<file path="config.mk">
export PLATFORM = sky130hd
export DESIGN_NAME = memory_load_unit
export DESIGN_NICKNAME = d
export VERILOG_FILES = /design/src/rtl/common_pkg.sv /design/src/rtl/load_align_extend.sv /design/src/rtl/memory_load_unit.sv
export SDC_FILE = /design/constraint.sdc
export NUM_CORES = 1
export LEC_CHECK = 0
export ABC_CLOCK_PERIOD_IN_PS = 2400
export BUFFER_PORTS_ARGS = -buffer_cell sky130_fd_sc_hd__buf_2
export CORE_ASPECT_RATIO = 1.5
export CORE_MARGIN = 2
export CORE_UTILIZATION = 49
export DETAILED_ROUTE_END_ITERATION = 12
export PLACE_DENSITY = 0.81
export RECOVER_POWER = 25
export SYNTH_ARGS = -nofsm -noshare
export SYNTH_HDL_FRONTEND = slang
export SYNTH_SLANG_ARGS = --single-unit
</file>
<file path="constraint.sdc">
create_clock -name clk -period 2.4 [get_ports clk]
set_input_delay 0.36 -clock clk [delete_from_list [all_inputs] [get_ports clk]]
set_output_delay 0.36 -clock clk [all_outputs]
set_load 0.05 [all_outputs]
</file>
<file path="src/rtl/common_pkg.sv">
// rtl/common_pkg.sv - shared memory-access types: bus sizes, load modes, load helpers
package common;

  typedef enum logic [2:0] {
    MSIZE1 = 3'd0,
    MSIZE2 = 3'd1,
    MSIZE4 = 3'd2,
    MSIZE8 = 3'd3
  } msize_t;

  typedef enum logic [3:0] {
    LD_LB  = 4'b0000,
    LD_LH  = 4'b0001,
    LD_LW  = 4'b0010,
    LD_LD  = 4'b0011,
    LD_LBU = 4'b0100,
    LD_LHU = 4'b0101,
    LD_LWU = 4'b0110
  } load_mode_t;

  // Bus access size for each load mode.
  function automatic msize_t load_msize(input load_mode_t mode);
    case (mode)
      LD_LB, LD_LBU: return MSIZE1;
      LD_LH, LD_LHU: return MSIZE2;
      LD_LW, LD_LWU: return MSIZE4;
      default:       return MSIZE8;
    endcase
  endfunction

  // Encodings above 0110 have no load meaning.
  function automatic logic load_mode_supported(input logic [3:0] mode);
    return (mode <= 4'b0110);
  endfunction

  // Natural-alignment check for a supported load mode at a given byte offset.
  function automatic logic load_misaligned(input load_mode_t mode, input logic [2:0] off);
    case (mode)
      LD_LH, LD_LHU: return (off[0] != 1'b0);
      LD_LW, LD_LWU: return (off[1:0] != 2'b00);
      LD_LD:         return (off != 3'b000);
      default:       return 1'b0;
    endcase
  endfunction

endpackage

</file>
<file path="src/rtl/load_align_extend.sv">
// rtl/load_align_extend.sv - byte extraction, alignment and sign/zero extension of a 64-bit bus word
module load_align_extend
  import common::*;
(
  input  logic [63:0] data,
  input  logic [2:0]  offset,
  input  logic [3:0]  mode,
  output logic [63:0] result
);

  logic [63:0] shifted;

  // Bytes shifted past bit 63 come in as zero, so misaligned loads see zero upper bytes.
  always_comb begin
    shifted = data >> {offset, 3'b000};
    case (load_mode_t'(mode))
      LD_LB:   result = {{56{shifted[7]}},  shifted[7:0]};
      LD_LH:   result = {{48{shifted[15]}}, shifted[15:0]};
      LD_LW:   result = {{32{shifted[31]}}, shifted[31:0]};
      LD_LD:   result = shifted;
      LD_LBU:  result = {56'd0, shifted[7:0]};
      LD_LHU:  result = {48'd0, shifted[15:0]};
      LD_LWU:  result = {32'd0, shifted[31:0]};
      default: result = 64'd0;
    endcase
  end

endmodule

</file>
<file path="src/rtl/memory_load_unit.sv">
// rtl/memory_load_unit.sv - single-outstanding load FSM between memory stage and dbus; optional MEMORY_LOAD_MISALIGN_CHECK_EN
module memory_load_unit
  import common::*;
(
  input  logic        clk,
  input  logic        reset,
  input  logic        req_valid,
  output logic        req_ready,
  input  logic [63:0] req_addr,
  input  logic [3:0]  req_mode,
  output logic        dreq_valid,
  output logic [63:0] dreq_addr,
  output msize_t      dreq_size,
  output logic [7:0]  dreq_strobe,
  input  logic        dresp_addr_ok,
  input  logic        dresp_data_ok,
  input  logic [63:0] dresp_data,
  output logic        out_valid,
  output logic [63:0] out_data,
`ifdef MEMORY_LOAD_MISALIGN_CHECK_EN
  output logic        out_fault,
`endif
  input  logic        out_ready
);

  typedef enum logic [1:0] {IDLE, WAIT, RESP} state_t;

  state_t      state, state_next;
  logic [3:0]  mode_q;
  logic [2:0]  off_q;
  logic        req_supported;
  logic        req_fault;
  logic [63:0] extracted;

  assign req_supported = load_mode_supported(req_mode);
`ifdef MEMORY_LOAD_MISALIGN_CHECK_EN
  assign req_fault = req_supported && load_misaligned(load_mode_t'(req_mode), req_addr[2:0]);
`else
  assign req_fault = 1'b0;
`endif

  assign req_ready   = reset && (state == IDLE);
  assign dreq_strobe = 8'd0;

  load_align_extend u_align (
    .data   (dresp_data),
    .offset (off_q),
    .mode   (mode_q),
    .result (extracted)
  );

  // State register.
  always_ff @(posedge clk or negedge reset) begin
    if (!reset) state <= IDLE;
    else        state <= state_next;
  end

  // Next-state: unsupported or faulting requests skip the bus and go straight to RESP.
  always_comb begin
    state_next = state;
    case (state)
      IDLE: if (req_valid) state_next = (req_supported && !req_fault) ? WAIT : RESP;
      WAIT: if (dresp_data_ok) state_next = RESP;
      RESP: if (out_ready) state_next = IDLE;
      default: state_next = IDLE;
    endcase
  end

  // Capture request, hold bus fields through WAIT, register result on data_ok.
  always_ff @(posedge clk or negedge reset) begin
    if (!reset) begin
      mode_q     <= 4'd0;
      off_q      <= 3'd0;
      dreq_addr  <= 64'd0;
      dreq_size  <= MSIZE1;
      dreq_valid <= 1'b0;
      out_valid  <= 1'b0;
      out_data   <= 64'd0;
`ifdef MEMORY_LOAD_MISALIGN_CHECK_EN
      out_fault  <= 1'b0;
`endif
    end else begin
      dreq_valid <= (state_next == WAIT);
      out_valid  <= (state_next == RESP);
      if (state == IDLE && req_valid) begin
        mode_q    <= req_mode;
        off_q     <= req_addr[2:0];
        dreq_addr <= {req_addr[63:3], 3'b000};
        dreq_size <= req_supported ? load_msize(load_mode_t'(req_mode)) : MSIZE1;
        out_data  <= 64'd0;
`ifdef MEMORY_LOAD_MISALIGN_CHECK_EN
        out_fault <= req_fault;
`endif
      end else if (state == WAIT && dresp_data_ok) begin
        out_data <= extracted;
      end
    end
  end

endmodule

</file>
==> results.yml, run 1 <==
run_status:
  status: "finished with violations"
  violations: "capacitance limit, slew limit"
sta:
  rsz0062_at_grt: "no"
  max_slew.worst_pin.slew_ns: 1.89
  fmax_mhz: 422
  finalSetupViolations: 0
  fin_tns_setup_ns: 0
  period_needed_ns: 2.37
  slew-limit-headroom_pct: -26.1
  fin_crit_sh_pct: 98.8
  hold_violations: 0
  maxSlewViolCount: 139
  fin_worst_skew_ns: 0.0112
routing:
  drc: 0
  drt-pass1-iter-count: 5
  wl_mm: 22.8
  via_per_inst: 5.63
  wl_per_cell_um: 19.4
  vias: 6601
  ant_nets: 0
  drt_iter0_drc: 383
power_and_ir_drop:
  power.switching_mw: 6.62
  combPwrFrac_pct: 52.6
  p_clk_share_pct: 20.6
  pwr-share-seq_pct: 26.9
  ir_drop_mv: 1.29
  switching_share_pct: 49.5
  p_leak_nw: 4.92
  p_int_mw: 6.75
  p_per_area_nw_per_um2: 1460
synth:
  synthesis.instances: 716
  ys_warn_count: 0
  ys_ff_latch: 138
  synthArstFlopShare_pct: 100
  avgSynthCellArea_um2: 9.83
  yosysTopAreaCell: "dfrtp_1"
  synth.most_common_cell: "nand2_1"
  synth_edf_count: 0
  synth-seq-area-share_pct: 49.1
  yosysTopAreaCellShare_pct: 49.1
  yosys-top-cells-count: "nand2_1, dfrtp_1, a221o_1"
  syn_area_um2: 7040
  synthDistinctLibCells: 48
  synth_area_leaders: "dfrtp_1, nand2_1, a221o_1"
  synth_ff_type: "dfrtp_1"
flow_run:
  cap_violations: 1
global_route:
  grt_pass1_wl_mm: 33.9
  grt_antenna_before_repair: 0
  grt_max_degree: 139
  grt-ovfl-total: 0
  grt_pass1_vias: 6340
  busiest_layer: "met2"
  grt_use_met3_pct: 6.32
  grt_use_met2_pct: 51.4
  grt_usage_pct: 29.3
  grt_use_met1_pct: 34.4
layout:
  drive_gt1_share_pct: 37.6
  fin_nets: 1105
  final_util_pct: 65.0
  areaGrowthSynthToFinish_pct: 29.9
  final_cells: 1173
placement:
  portBuffers: 266
  place_congestion: 0.891
  place_hpwl_mm: 16.6
  dp_cells: 1139
setup_path:
  r2r_cells: 5
  cp-start-kind: "flip-flop"
  startpoint: "off_q[1]"
  cp.arrival_ns: 2.66
  required_ns: 2.69
  crit_path_end_kind: "flip-flop"
  critPathKind: "reg -> reg"
  worstPathMaxFanout: 16
  r2r-start: "off_q[1]"
clock_tree:
  clk_latency_ns: 0.42
  h-tree-depth: 4
  cts_made_buffers: 17
  cts_resized: 0
  cts_buffer_depth: 2
  cts_sinks: 138
  cts_tree: "built"
  cts_hold_buf: 0
  path_clk_slew_ns: 0.07
  postCtsSetupBuffers: 0
  clockRootBuffer: "clkbuf_16"
die:
  initial_core_util_pct: 50.1
  dieArea_um2: 15400
  die_x_um: 102
  io_pins: 280
  die_height_um: 151
  core_um2: 14100
  core.rowCount: 53
worst_hold_path:
  hold_start: "req_addr[57]"
  hold_class: "in -> reg"
  hold_path_depth: 3
flip-flops by register name, indices dropped and copies added (netlist names):
register and flops:
out_data 64, dreq_addr 61, mode_q 4, off_q 3, dreq_size 2, state 2
dreq_valid 1, out_valid 1
placed cells by master (no fill, tap or decap), types with 3 or more instances in the layout:
cell type	n
buf_2	265
nand2_1	228
dfrtp_1	136
a221o_1	54
o21ai_0	41
mux2i_1	38
mux2_2	27
a21oi_1	19
clkbuf_16	17
buf_4	15
nand2b_1	13
nor2_1	12
conb_1	12
nand3_1	11
nor2b_1	9
a211oi_1	8
mux4_2	7
inv_6	5
a21o_1	4
nand3b_4	3
nor3_1	3
inv_1	3
clkinv_4	3
bufinv_16	3
buf_12	3
kinds of logic after synthesis:
family	Yosys count	synth area share, %
AO/OA/AOI/OAI	140	15.0
other	1	0.0533
AND/OR/NAND/NOR	294	18.4
flip-flops	138	49.1
buffers and inverters	70	5.28
multiplexers	73	12.2
stage by stage:
stage	instance area [um^2]	hold WS [ns]	power (mW)	setup WS [ns]
global route	9140	0.116	14.0	0.00691
floorplan	7080	0.0644	8.80	0.324
global placement	8510	0.453	10.5	0.0837
finish	9140	0.126	13.4	0.0289
detailed placement	8510	0.457	10.6	0.0240
CTS	9130	0.116	13.3	0.0121
critical path, stage by stage, from the launching register on:
cell      delay (ns)
dfrtp_2         0.50
mux2_2          0.40
mux4_2          0.51
nand4_2         0.21
nand3b_4        0.25
a221o_1         0.36
final timing paths:
path | slack [ns] | end
max in group asynchronous | 0.44 | off_q[1]
worst max register to register | 0.03 | out_data[52]
min in group asynchronous | 0.69 | dreq_size[0]
worst min-delay path | 0.13 | dreq_addr[57]
worst max-delay path | 0.03 | out_data[52]
worst min register to register | 0.47 | dreq_addr[63]
power by group through the flow:
stage	sequential (mW)	combinational (mW)	clock, mW
5_1_grt	3.68	7.44	2.89
3_3_place_gp	3.58	6.88	0
3_5_place_dp	3.58	6.98	0
4_1_cts	3.58	6.99	2.78
2_1_floorplan	6.03	2.77	0
6_report	3.59	7.02	2.75
area by class of cell:
class                           count  area (um^2)
Antenna cell                        1         2.50
Clock buffer                       18          429
Clock inverter                     14          184
Fill cell                        1156         4920
Inverter                            3         11.3
Multi-Input combinational cell    520         3280
Sequential cell                   138         3460
Tap cell                          192          240
Timing Repair Buffer              287         1540
layer usage:
layer	routed length, um	share of wire (%)	vias up
met4	923	4.1	0
met2	11800	52	383
met1	8180	36	3166
met5	0	0	-
met3	1840	8.1	48
li1	-	-	3004
Note: power is estimated with default switching activity, not from simulation.
==> run 2: changes to the inputs <==
--- a/config.mk
+++ b/config.mk
@@ -13,6 +13,7 @@
 export DETAILED_ROUTE_END_ITERATION = 12
 export PLACE_DENSITY = 0.81
 export RECOVER_POWER = 25
+export SETUP_SLACK_MARGIN = 0.1
 export SYNTH_ARGS = -nofsm -noshare
 export SYNTH_HDL_FRONTEND = slang
 export SYNTH_SLANG_ARGS = --single-unit
==> results.yml, run 2 (synthesized netlist as in run 1, its figures left out) <==
run_status:
  status: "finished with violations"
  violations: "capacitance limit, slew limit"
routing:
  drt-pass1-iter-count: 5
  wl_met3_mm: 1.86
  wl_mm: 23.2
  wl_per_cell_um: 19.7
  drc: 0
  ant_nets: 0
  topRoutingLayerUsed: "met4"
  met2_length_mm: 11.9
  via_per_inst: 5.58
  drt-met1-wl_mm: 8.26
  vias: 6580
  drt_iter0_drc: 416
placement:
  portBuffers: 266
  dp_cells: 1139
  place_congestion: 0.891
  place_hpwl_mm: 16.6
setup_path:
  r2r-start: "off_q[1]"
  r2r_cells: 5
  r2r_end: "out_data[61]"
  critPathKind: "reg -> reg"
  cp.arrival_ns: 2.57
  worstPathMaxFanout: 8
  crit_path_end_kind: "flip-flop"
  required_ns: 2.70
  startpoint: "off_q[1]"
  r2r_slack_ns: 0.13
  cp-start-kind: "flip-flop"
sta:
  max_slew.worst_pin.slew_ns: 1.87
  period_needed_ns: 2.27
  slew-limit-headroom_pct: -24.8
  fin_worst_skew_ns: 0.00878
  maxSlewViolCount: 139
  finalSetupViolations: 0
  fin_crit_sh_pct: 94.6
  rsz0062_at_grt: "no"
  hold_violations: 0
  fin_tns_setup_ns: 0
  fmax_mhz: 441
global_route:
  grt-ovfl-total: 0
  grt_usage_pct: 29.6
  grt_pass1_wl_mm: 34.4
  grt_pass1_vias: 6448
  grt_antenna_before_repair: 0
  grt_max_degree: 139
clock_tree:
  cts_buffer_depth: 2
  cts_sinks: 138
  cts_tree: "built"
  path_clk_slew_ns: 0.07
  clk_latency_ns: 0.42
  h-tree-depth: 4
  cts_hold_buf: 0
  clockRootBuffer: "clkbuf_16"
  cts_made_buffers: 17
die:
  core_um2: 14100
  initial_core_util_pct: 50.1
  core.rowCount: 53
  die_height_um: 151
  io_pins: 280
  die_x_um: 102
  dieArea_um2: 15400
power_and_ir_drop:
  ir_drop_mv: 1.27
  power_mw: 13.4
  p_per_area_nw_per_um2: 1450
  p_leak_nw: 4.97
layout:
  top_register: "out_data"
  final_cells: 1179
  largest_reg_flops: 64
  fin_nets: 1111
  final_util_pct: 65.8
  final_cell_mix: "buf_2, nand2_1, dfrtp_1, a221o_1, o21ai_0"
  final_common_cell: "buf_2"
  areaGrowthSynthToFinish_pct: 31.4
  largestRegisters: "out_data: 64 flops, dreq_addr: 61 flops, mode_q: 4 flops"
  drive_gt1_share_pct: 38.1
worst_hold_path:
  hold-path-endpoint: "dreq_addr[57]"
  hold_start: "req_addr[57]"
  hold_class: "in -> reg"
  hold_path_depth: 3
flow_run:
  cap_violations: 1
==> run 2: changes by cell type in the layout (fill, tap and decap cells not counted), sizes merged <==
cell,before,now
buf,285,289
nand3b,4,6
==> run 2: what timing repair did <==
action | in CTS | in global routing
setup endpoints to repair | 32 | 47
resized for setup | 4 | 5
gates cloned | 1 | 2
buffers inserted | 1 | 3
pin swaps | 0 | 4
endpoints found under the hold margin | 0 | 0
==> run 2: layout make-up <==
class	count	area (um^2)
Clock buffer	18	429
Fill cell	1130	4810
Timing Repair Buffer	291	1580
Inverter	3	11.3
Tap cell	192	240
Sequential cell	138	3460
Antenna cell	1	2.50
Clock inverter	14	184
Multi-Input combinational cell	522	3340
==> run 2: how the worst max path moves through the flow <==
stage / end / slack [ns] / cells after the start
floorplan: out_data[49] / 0.32 / 7
global placement: out_data[60] / 0.08 / 6
detailed placement: out_data[53] / 0.02 / 6
CTS: out_data[53] / 0.10 / 5
global route: off_q[1] / 0.06 / 2
finish: out_data[61] / 0.13 / 5
==> run 2: worst max-delay path: stages (launching register included) <==
cell and delay (ns):
dfrtp_2 0.48, mux2_2 0.40, mux4_2 0.53, nand4_4 0.21, nand3b_4 0.20, a221o_1 0.33
==> run 2: metal layers <==
layer,GRT usage (%),vias up
li1,-,3027
met1,34.6,3120
met5,0,-
met4,13.5,0
met3,6.28,58
met2,51.6,375
==> run 2: where the power goes <==
part | internal [mW] | total (mW) | switching (mW)
Combinational | 2.01 | 7.07 | 5.07
Sequential | 3.09 | 3.59 | 0.492
Clock | 1.66 | 2.75 | 1.09
==> run 2: through the flow <==
stage	area (um^2)	setup slack [ns]	hold slack, ns
after floorplan	7080	0.324	0.0644
after global placement	8510	0.0837	0.453
after detailed placement	8510	0.0240	0.457
after CTS	9170	0.102	0.116
after global routing	9240	0.0562	0.117
final	9240	0.131	0.124
